### src/rtl/line_addr_sequencer.sv
`default_nettype none
// ============================================================================
//  Module   : line_addr_sequencer
//  Purpose  : Steps a 2-bit line address ({a1,a0}) for a 2-to-4 decoder.
//             Each address is held for a programmable settle time (dwell)
//             before it is flagged valid. It is then held until a downstream
//             ack, after which the next code is produced.
//  Ports    : clk        - system clock, rising edge
//             rst_n      - asynchronous active-low reset
//             en         - run enable for the sequence
//             load       - capture load_addr as start address (IDLE only)
//             load_addr  - start address
//             dwell      - settle cycles before each address is valid
//             ack        - consumer accepts the current address (VALID only)
//             a1, a0     - registered address MSB / LSB
//             addr_valid - registered: address settled and consumable
//             wrap       - registered one-cycle pulse after the last code
//  Options  : LINE_ADDR_SEQ_GRAY_EN - when defined, the sequence is Gray
//             order 00,01,11,10 instead of binary order 00,01,10,11.
//  Revision : 1.0 - initial release
// ============================================================================
module line_addr_sequencer #(
    parameter int DWELL_W = 4
) (
    input  logic               clk,
    input  logic               rst_n,
    input  logic               en,
    input  logic               load,
    input  logic [1:0]         load_addr,
    input  logic [DWELL_W-1:0] dwell,
    input  logic               ack,
    output logic               a1,
    output logic               a0,
    output logic               addr_valid,
    output logic               wrap
);

    typedef enum logic [1:0] {
        S_IDLE  = 2'd0,
        S_DWELL = 2'd1,
        S_VALID = 2'd2
    } state_t;

    localparam logic [DWELL_W-1:0] c_CNT_ONE = DWELL_W'(1);

`ifdef LINE_ADDR_SEQ_GRAY_EN
    localparam logic [1:0] c_LAST_CODE = 2'b10;
`else
    localparam logic [1:0] c_LAST_CODE = 2'b11;
`endif

    state_t             r_state;
    logic [DWELL_W-1:0] r_cnt;
    logic [1:0]         r_addr;
    logic               r_addr_valid;
    logic               r_wrap;
    logic [1:0]         w_next_addr;

    // Successor code. The Gray step 00->01->11->10->00 reduces to
    // {old LSB, inverted old MSB}, so exactly one bit toggles per step.
    always_comb begin
`ifdef LINE_ADDR_SEQ_GRAY_EN
        w_next_addr = {r_addr[0], ~r_addr[1]};
`else
        w_next_addr = r_addr + 2'b01;
`endif
    end

    always_ff @(posedge clk or negedge rst_n) begin
        if (!rst_n) begin
            r_state      <= S_IDLE;
            r_cnt        <= '0;
            r_addr       <= 2'b00;
            r_addr_valid <= 1'b0;
            r_wrap       <= 1'b0;
        end else begin
            // wrap is a pulse: only the advancing ack edge may raise it.
            r_wrap <= 1'b0;
            case (r_state)
                S_IDLE: begin
                    r_addr_valid <= 1'b0;
                    if (load) begin
                        r_addr <= load_addr;
                    end
                    if (en) begin
                        r_state <= S_DWELL;
                        r_cnt   <= dwell;
                    end
                end
                S_DWELL: begin
                    if (!en) begin
                        r_state <= S_IDLE;
                        r_cnt   <= '0;
                    end else if (r_cnt == '0) begin
                        // Counter reaching zero ends the settle window; the
                        // dwell==0 case thus still spends one cycle here.
                        r_state      <= S_VALID;
                        r_addr_valid <= 1'b1;
                    end else begin
                        r_cnt <= r_cnt - c_CNT_ONE;
                    end
                end
                S_VALID: begin
                    // en alone never withdraws a presented address; only ack
                    // leaves this state.
                    if (ack) begin
                        r_addr       <= w_next_addr;
                        r_addr_valid <= 1'b0;
                        r_wrap       <= (r_addr == c_LAST_CODE);
                        if (en) begin
                            r_state <= S_DWELL;
                            r_cnt   <= dwell;
                        end else begin
                            r_state <= S_IDLE;
                            r_cnt   <= '0;
                        end
                    end
                end
                default: begin
                    r_state      <= S_IDLE;
                    r_cnt        <= '0;
                    r_addr_valid <= 1'b0;
                end
            endcase
        end
    end

    assign a1         = r_addr[1];
    assign a0         = r_addr[0];
    assign addr_valid = r_addr_valid;
    assign wrap       = r_wrap;

endmodule
`default_nettype wire

### config.mk
export PLATFORM = sky130hd
export DESIGN_NAME = line_addr_sequencer
export DESIGN_NICKNAME = d
export VERILOG_FILES = /design/src/rtl/line_addr_sequencer.sv
export SDC_FILE = /design/constraint.sdc
export NUM_CORES = 1
export LEC_CHECK = 0
export BUFFER_PORTS_ARGS = -buffer_cell sky130_fd_sc_hd__clkbuf_2
export CAP_MARGIN = 0
export CELL_PAD_IN_SITES_DETAIL_PLACEMENT = 0
export CELL_PAD_IN_SITES_GLOBAL_PLACEMENT = 2
export CORE_MARGIN = 1
export CORE_UTILIZATION = 28
export DETAILED_ROUTE_END_ITERATION = 6
export PLACE_DENSITY_LB_ADDON = 0.1
export SYNTH_ARGS = -nofsm -noshare
export SYNTH_HDL_FRONTEND = slang
export SYNTH_SLANG_ARGS = --single-unit
### constraint.sdc
create_clock -name clk -period 1.5 [get_ports clk]
set_input_delay 0.3 -clock clk [delete_from_list [all_inputs] [get_ports clk]]
set_output_delay 0.3 -clock clk [all_outputs]
set_load 0.03 [all_outputs]
==> results.txt <==
The number of enable flip-flop cells after synthesis is 0. The area of the die is approximately 2500 um^2. Of the available clock period, the critical path in the final layout requires 0.9857.

The path type of the worst setup path is reg -> reg. The slack of the critical path came out at approximately 22 ps. The starting DRC count in detailed routing is 14. The core region area is about 2200 um^2. The number of I/O port buffers is 14.

The required time at the worst-slack endpoint came out at between 1500 and 2000 ps. The complex-gate fraction of the synthesized area was 0.1521. The clock period minus final worst setup slack came out at 1478 ps. Of the total synthesized cell area, the portion taken by XOR and XNOR cells is 0.02662. The total CTS buffers is 3. The async set-or-reset flop fraction in the synthesized netlist came out at 1.000. The post-route antenna net violation count came out at 0. The total vias in the final route is approximately 580. The share of synthesized area spent on multiplexers came out at 0.1103. Summed over all layers, the routed wires come to around 1.6 mm. The library cells used most frequently in the layout, excluding fill and tap cells, are 14 x sky130_fd_sc_hd__clkbuf_2, 12 x sky130_fd_sc_hd__buf_4, 10 x sky130_fd_sc_hd__dfrtp_1. The first global-routing pass estimated between 2 and 3 mm of wire. The area of the multi-input gates came out at between 400 and 500 um^2. The detailed placement HPWL is 1.165 mm. The largest fanout of any net on the critical path came out at 3. The number of fill cells is ~250. The internal reg-to-reg setup slack came out at around 22 ps. The worst setup path is captured at a flip-flop. The number of hold-slack violations in the final timing report came out at 0. By area, the combinational part of the netlist is dominated by simple AND/OR/NAND/NOR gates. Of the total synthesized cell area, the portion taken by AND, OR, NAND and NOR gates is 0.2338. The effective utilization at floorplan is 0.2975. Across the run, the number of max-cap violations was 0. Global routing finished with a remaining overflow of 0. The placer's final routability congestion estimate came out at 0.8114.

After detailed routing, the average wire length per cell comes to 13.28 um. The final non-filler cell total came out at 122. The clock reaches the later pin of the worst-skew pair after about 260 ps. The clock slew seen by the registers of the worst setup and hold paths is around 70 ps. The flip-flop and latch count after synthesis is 10. The first TritonRoute pass finished after 3 iterations. The tightest min-delay check is of the in -> reg type. Setup repair after global routing could not meet its margin everywhere.

The final count of pins violating max slew came out at 0. The power density over cell area is approximately 1500 nW/um^2. The via-per-instance ratio came out at 4.762. In the synthesized netlist the dominant register cell turns out to be sky130_fd_sc_hd__dfrtp_1. The share of the Yosys chip area taken by registers is 0.3802.

The number of buffer and inverter instances along the worst setup path came out at 1. The number of remaining DRC errors came out at 0. Clock skew on the completed layout was measured at approximately 3.7 ps. The worst endpoint data arrival time came out at roughly 1600 ps.

The number of antenna violations at the first check in global routing is 0. The final number of setup-violating endpoints came out at 0. The layout-stage area growth over the synthesis result is 35.93%.

The number of placed I/O pins is 15. Counting every net in the synthesized netlist gives 80. The average instance in the mapped netlist occupies between 9 and 10 um^2. At the placement stage, the worst setup path has a slack of ~17 ps.

The number of global-route vias before repair was between 500 and 600. The largest individual stage delay along the critical path comes from the cell sky130_fd_sc_hd__dfrtp_1. The H-tree depth is 1.

The horizontal die dimension came out at roughly 50 um. The pin count of the biggest net entering global routing is 11. Yosys printed 0 warnings. The signal on the critical path passes through inv_2, ha_4, and4bb_1, a211o_1, o211ai_1, o21ai_1.

Among cell families on the critical path, the largest total delay comes from compound AO/OA/AOI/OAI gates. The number of antenna cells inserted came out at 0. In this run the tightest slew margin relative to its limit is 0.8174. The sequential cell area came out at ~250 um^2. The maximum vdd drop came out at 0.5646 mV.

The synthesized instance count came out at 66. The post-synthesis instance area came out at between 600 and 700 um^2. The tree is rooted in a sky130_fd_sc_hd__clkbuf_4. The maximum count of clock buffers along a single path came out at 2.

The final-stage net count is 110. Counting tap cells, the placed design contains a total of roughly 110 instances. The highest cell delay on the worst timing path came out at around 370 ps. Counting distinct cell types in the post-synthesis netlist gives 30. The leakage power of the design came out at about 0.42 nW.

The fraction of final layout cells with drive strength greater than 1 came out at 0.4362. The run finished with clean final reports. The actual transition at the worst max-transition pin is ~270 ps. The number of cell rows is 17. STA classifies the critical path startpoint as a flip-flop.

Of the total synthesized cell area, the portion taken by full adders, half adders and majority gates is 0.05703. The peak clock frequency supported by timing came out at approximately 0.68 GHz. The tree built by TritonCTS fans out to 10 sinks.

The floorplan die height came out at 50.48 um. The most common cell after layout, fill and taps aside is sky130_fd_sc_hd__clkbuf_2. The CTS tree is yes. For this run, the total global-route usage over all layers was measured as 0.1377.
-- worst register-to-register path, stage by stage (launching register included) --
cell                       delay (ps)
sky130_fd_sc_hd__dfrtp_1          370
sky130_fd_sc_hd__inv_2             70
sky130_fd_sc_hd__ha_4             250
sky130_fd_sc_hd__and4bb_1         200
sky130_fd_sc_hd__a211o_1          240
sky130_fd_sc_hd__o211ai_1         160
sky130_fd_sc_hd__o21ai_1           80
-- metal layers --
layer	up-vias	global-route usage	wire length, um
met5	-	0	0
met4	0	0.06944	12
met3	2	0.02727	59
met2	12	0.1956	712
met1	272	0.1959	836
li1	295	-	-
-- cell families (layout without fill, tap and decap cells) --
logic type,after synthesis,count (layout)
XOR/XNOR,2,2
adder cells (fa/ha/maj),3,3
buffers and inverters,5,33
AND/OR/NAND/NOR,24,24
multiplexers,7,7
AO/OA/AOI/OAI,15,15
flip-flops,10,10
-- per-stage QoR --
step | hold slack (ps) | power (mW) | utilization | TNS, ps | instance area (um^2)
floorplan | 4.409 | 0.8560 | - | 0 | 658.1
global placement | 199.5 | 1.067 | 0.3654 | 0 | 808.3
detailed placement | 195.7 | 1.055 | 0.3654 | 0 | 808.3
CTS | 337.0 | 1.274 | 0.3835 | 0 | 848.3
global route | 360.2 | 1.484 | 0.4044 | -51.36 | 894.6
finish | 339.2 | 1.363 | 0.4044 | 0 | 894.6
-- repair_timing --
action	in CTS	in global routing
endpoints found under the hold margin	10	0
gates resized for setup	0	8
buffers inserted	1	3
hold buffers	1	0
setup endpoints to repair	1	4
-- where the power goes --
part,total (mW),internal (mW),switching [mW]
combinational,0.753,0.383,0.370
sequential,0.424,0.350,0.0744
clock,0.186,0.0926,0.0935
-- cell type report --
| cell class | instances | share of cell area |
|---|---|---|
| multi-input cells | 51 | 0.4531 |
| flip-flops and latches | 10 | 0.2797 |
| repair buffers | 27 | 0.1902 |
| well taps | 28 | 0.03916 |
| clock buffers | 3 | 0.02517 |
| inverters | 3 | 0.01259 |
-- path summary, 6_finish.rpt --
| kind | start | end | depth (start not counted) |
|---|---|---|---|
| max in group asynchronous | rst_n | r_cnt[1]$_DFFE_PN0P_ | 2 |
| hold / removal | load_addr[1] | r_addr[1]$_DFFE_PN0P_ | 3 |
| setup / recovery | r_cnt[0]$_DFFE_PN0P_ | r_cnt[1]$_DFFE_PN0P_ | 6 |
| setup reg to reg | r_cnt[0]$_DFFE_PN0P_ | r_cnt[1]$_DFFE_PN0P_ | 6 |
| hold reg to reg | addr_valid$_DFFE_PN0P_ | addr_valid$_DFFE_PN0P_ | 2 |
| min in group asynchronous | rst_n | r_addr[0]$_DFFE_PN0P_ | 2 |
-- sequential cells by signal, indices dropped and copies added (netlist names) --
signal / flops
r_addr: 2
r_state: 2
addr_valid: 1
wrap: 1
r_cnt: 4
-- cell usage after synthesis, types with 2 or more instances --
cell type	count	share of area
sky130_fd_sc_hd__o21ai_0	2	0.015
sky130_fd_sc_hd__xnor2_1	2	0.027
sky130_fd_sc_hd__nor2_1	7	0.040
sky130_fd_sc_hd__nor2b_1	4	0.038
sky130_fd_sc_hd__mux2i_1	5	0.076
sky130_fd_sc_hd__and4bb_1	2	0.038
sky130_fd_sc_hd__nand2_1	4	0.023
sky130_fd_sc_hd__dfrtp_1	10	0.38
sky130_fd_sc_hd__ha_1	3	0.057
sky130_fd_sc_hd__inv_1	3	0.017
sky130_fd_sc_hd__o21ai_1	3	0.023
sky130_fd_sc_hd__a21oi_1	2	0.015
sky130_fd_sc_hd__mux2_2	2	0.034
Power figures use the tool's default switching activity.
